<file path="src/rtl/serial_adder.sv">
// Bit-serial WIDTH-bit adder: operands shift LSB-first through one full-adder
// slice with the inter-slice carry held in a single flop; done pulses after WIDTH cycles.
module serial_adder #(
    parameter int WIDTH = 4
) (
    input  logic             clk_i,
    input  logic             reset_i,   // synchronous, active-low
    input  logic             start_i,
    input  logic [WIDTH-1:0] a_i,
    input  logic [WIDTH-1:0] b_i,
    input  logic             cin_i,
    output logic             busy_o,
    output logic             done_o,
    output logic [WIDTH-1:0] sum_o,
    output logic             cout_o
);

    // state | meaning
    // IDLE  | waiting for start; sum/cout hold last result
    // SHIFT | one bit slice per edge, WIDTH edges total
    // DONE  | result valid, done high for this single cycle
    typedef enum logic [1:0] {
        IDLE  = 2'd0,
        SHIFT = 2'd1,
        DONE  = 2'd2
    } state_t;

    localparam int CW = (WIDTH > 1) ? $clog2(WIDTH) : 1;
    localparam logic [CW-1:0] CNT_LAST = CW'(WIDTH - 1);

    state_t           state_q;
    logic [WIDTH-1:0] a_q;
    logic [WIDTH-1:0] b_q;
    logic [WIDTH-1:0] s_q;
    logic             c_q;
    logic [CW-1:0]    cnt_q;
    logic [WIDTH-1:0] sum_q;
    logic             cout_q;

    logic             s_bit;
    logic [WIDTH-1:0] s_d;
    logic             c_d;

    always_comb begin
        s_bit = a_q[0] ^ b_q[0] ^ c_q;
        c_d   = (a_q[0] & b_q[0]) | (a_q[0] & c_q) | (b_q[0] & c_q);
        s_d   = {s_bit, s_q[WIDTH-1:1]};
    end

    always_ff @(posedge clk_i) begin
        if (!reset_i) begin
            state_q <= IDLE;
            a_q     <= '0;
            b_q     <= '0;
            s_q     <= '0;
            c_q     <= 1'b0;
            cnt_q   <= '0;
            sum_q   <= '0;
            cout_q  <= 1'b0;
        end else begin
            unique case (state_q)
                IDLE: begin
                    if (start_i) begin
                        a_q     <= a_i;
                        b_q     <= b_i;
                        c_q     <= cin_i;
                        s_q     <= '0;
                        cnt_q   <= '0;
                        state_q <= SHIFT;
                    end
                end
                SHIFT: begin
                    a_q   <= a_q >> 1;
                    b_q   <= b_q >> 1;
                    s_q   <= s_d;
                    c_q   <= c_d;
                    cnt_q <= cnt_q + CW'(1);
                    // Output regs only move on the last slice so the previous result stays visible.
                    if (cnt_q == CNT_LAST) begin
                        sum_q   <= s_d;
                        cout_q  <= c_d;
                        state_q <= DONE;
                    end
                end
                DONE: begin
                    state_q <= IDLE;
                end
                default: begin
                    state_q <= IDLE;
                end
            endcase
        end
    end

    assign busy_o = (state_q != IDLE);
    assign done_o = (state_q == DONE);
    assign sum_o  = sum_q;
    assign cout_o = cout_q;

endmodule

</file>
<file path="config.mk">
export PLATFORM = sky130hd
export DESIGN_NAME = serial_adder
export DESIGN_NICKNAME = d
export VERILOG_FILES = /design/src/rtl/serial_adder.sv
export SDC_FILE = /design/constraint.sdc
export NUM_CORES = 1
export LEC_CHECK = 0
export CAP_MARGIN = 25
export CORE_MARGIN = 1
export CORE_UTILIZATION = 52
export DETAILED_ROUTE_END_ITERATION = 12
export MAX_ROUTING_LAYER = met4
export PLACE_DENSITY = 0.81
export REMOVE_ABC_BUFFERS = 1
export SLEW_MARGIN = 20
export SYNTH_ARGS = -nofsm -noshare
export SYNTH_HDL_FRONTEND = slang
export SYNTH_SLANG_ARGS = --single-unit
</file>
<file path="constraint.sdc">
create_clock -name clk_i -period 2.92 [get_ports clk_i]
set_clock_uncertainty 0.2 [all_clocks]
set_input_delay 0.438 -clock clk_i [delete_from_list [all_inputs] [get_ports clk_i]]
set_output_delay 0.438 -clock clk_i [all_outputs]
set_load 0.01 [all_outputs]
</file>
==> impl_metrics.py <==
metrics = {
    "run_status": {
        "outcome": "finished clean",
    },
    "clocking": {
        "cts_tree": "done",
        "cts_buffers": 3,
        "htreeDepth": 1,
        "post_cts_buffers": 0,
        "insertion_delay_ns": 0.31,
        "root_buffer": "clkbuf_4",
        "clock-sinks": 21,
        "clk_pin_slew_worst_paths_ns": 0.11,
        "cts_resized": 0,
        "postCtsHoldBufs": 0,
        "clockBufferDepth": 2,
    },
    "logic_synthesis": {
        "postSynthCellCount": 97,
        "ys_seq_elements": 21,
        "netlist.area_leader.share": 0.4565,
        "synth_ff_type": "dfxtp_1",
        "syn_area_per_cell_um2": 9.494,
        "yosysTopAreaCell": "dfxtp_1",
        "synth.distinct_cells": 28,
        "synth_seq_area_share": 0.4565,
        "synth.area.top_cells": "dfxtp_1 (46%), o221ai_1 (5.7%), a22oi_1 (4.9%)",
        "ys_warn_count": 0,
        "synth_edf_count": 0,
        "async_reset_ff_frac": 0,
        "post_synth_instance_area_um2": 920.9,
    },
    "power_and_ir_drop": {
        "finalPower_uw": 531.2,
        "vdd_drop_max_mv": 0.3450,
        "power_frac_clock": 0.264,
        "powerDensity_nw_per_um2": 479.2,
        "leakage_nw": 0.3989,
        "p_seq_frac": 0.592,
        "comb_power_share": 0.144,
        "power.internal_uw": 396.0,
        "power.switching_uw": 135.2,
        "swShare": 0.2544,
    },
    "min_path": {
        "worstHoldPathType": "reg2reg",
        "whs_path_depth": 2,
    },
    "routing": {
        "vias": 755,
        "ant_nets": 0,
        "viasPerCell": 5.853,
        "drt_first_pass_iters": 6,
        "dr.first_iter.drc_count": 18,
        "finalWirelength_um": 1697,
        "drc": 0,
        "wire_per_inst_um": 13.16,
    },
    "worst_setup_path": {
        "crit_path_max_fanout": 10,
        "regToRegSetupSlack_ns": 1.45,
        "startpoint": "state_q[1]",
        "crit_required_ns": 2.28,
        "r2r_cells": 3,
        "critical_path_class": "reg2out",
        "endpoint_kind": "output port",
        "cp_data_arrival_time_ns": 1.69,
        "crit_end": "done_o",
        "r2r-end": "cout_o",
        "startpoint_type": "flip-flop",
        "rr_startpoint": "state_q[0]",
    },
    "placement": {
        "dp_hpwl_um": 1176,
        "place_ws_ns": 0.7832,
        "place.gp.congestion": 0.7789,
        "io_buffers": 18,
    },
    "layout": {
        "final_cell_mix": "dfxtp_1 (21), clkdlybuf4s50_1 (18), nor2b_1 (7)",
        "antenna_cells": 0,
        "syn_to_final_growth_pct": 20.38,
        "drive_gt1_frac": 0.04425,
        "mostFrequentLayoutCell": "dfxtp_1",
        "final_net_count": 128,
    },
    "sta": {
        "rsz0062_at_grt": "false",
        "slew_headroom": 0.5810,
        "max_clock_freq_mhz": 429.1,
        "finalSetupTns_ns": 0,
        "period_needed_ns": 2.331,
        "period_share": 0.7982,
        "finalSetupViolations": 0,
        "worstMarginPinSlew_ns": 0.6266,
        "setup_slack_ns": 0.5894,
        "finalHoldViolations": 0,
        "slew_viol_final": 0,
    },
    "floorplanning": {
        "io_pins": 19,
        "fp.dieW_um": 44.08,
        "fp.coreArea_um2": 1577,
        "die_h_um": 44.08,
        "std_cell_rows": 14,
        "die_area_um2": 1943,
        "initial_core_util": 0.5841,
    },
    "grt": {
        "grt_start_max_net_pins": 22,
        "busiest_layer": "met2",
        "overflow": 0,
        "use_met3": 0.02449,
        "antenna_found_initial": 0,
        "grt_pass1_vias": 656,
        "grt_pass1_wl_um": 2939,
        "use_met2": 0.3059,
        "use_met1": 0.2969,
        "grtUsageTotal": 0.2160,
    },
    "run": {
        "drv_cap": 0,
    },
}
## flip-flops by register name, summed over array words and instances, names as in the netlist
signal / count
a_q: 4
b_q: 4
c_q: 1
cnt_q: 2
cout_o: 1
s_q: 3
state_q: 2
sum_o: 4
## worst min-delay path by stage
stage	startpoint	slack [ns]	to
2_1_floorplan	a_q[2]	0.22	a_q[2]
3_3_place_gp	a_q[2]	0.24	a_q[2]
3_5_place_dp	a_q[1]	0.25	a_q[1]
4_1_cts	c_q	0.27	c_q
5_1_grt	a_q[2]	0.29	a_q[2]
6_report	sum_o[1]	0.27	sum_o[1]
## layout make-up
cell class	count	area (um^2)
tap	16	20.02
inverter	5	18.77
clock buffer	4	26.28
multi-input combinational	65	442.9
timing repair buffer	18	180.2
fill	148	467.9
sequential	21	420.4
## metrics by stage
stage | hold WS, ns | cells | util | cell area, um^2
floorplan | 0.2239 | 91 | - | 882.1
global placement | 0.2354 | 125 | 0.6865 | 1082
detailed placement | 0.2511 | 125 | 0.6865 | 1082
CTS | 0.2735 | 129 | 0.7032 | 1109
global route | 0.2942 | 129 | 0.7032 | 1109
finish | 0.2704 | 129 | 0.7032 | 1109
## critical path, stage by stage (launching register included)
cell,delay [ns]
dfxtp_1,0.48
inv_1,0.20
nor2_1,0.15
clkdlybuf4s50_1,0.55
## power by group through the flow
stage               registers, mW  logic (mW)  clock network, mW
CTS                         0.315      0.0758              0.141
floorplan                   0.318      0.0453                  0
finish                      0.315      0.0764              0.140
global route                0.318      0.0854              0.153
detailed placement          0.321      0.0753                  0
global placement            0.321      0.0737                  0
## kinds of logic (layout without fill, tap and decap cells)
family | after synthesis | count (layout) | share of synthesized area
AND/OR/NAND/NOR | 32 | 32 | 0.2011
AO/OA/AOI/OAI | 30 | 30 | 0.2337
flip-flops | 21 | 21 | 0.4565
buffers and inverters | 11 | 27 | 0.06249
adder cells (fa/ha/maj) | 2 | 2 | 0.03532
multiplexers | 1 | 1 | 0.01087
## routing by layer
layer  up-vias  routed length (um)  share of wire
met1       350                 862           0.51
li1        381                   -              -
met3         5                  46          0.027
met4         0                  40          0.024
met2        19                 747           0.44
met5         -                   0              0
## cell usage after synthesis (3+ instances only)
| cell | instances |
|---|---|
| a21oi_1 | 6 |
| inv_1 | 5 |
| nor2b_1 | 7 |
| a21boi_0 | 5 |
| o221ai_1 | 6 |
| dfxtp_1 | 21 |
| nand2b_1 | 3 |
| a22oi_1 | 6 |
| nand2_1 | 6 |
| o21ai_0 | 3 |
| nand3_1 | 6 |
Note: power is estimated with default switching activity, not from simulation.
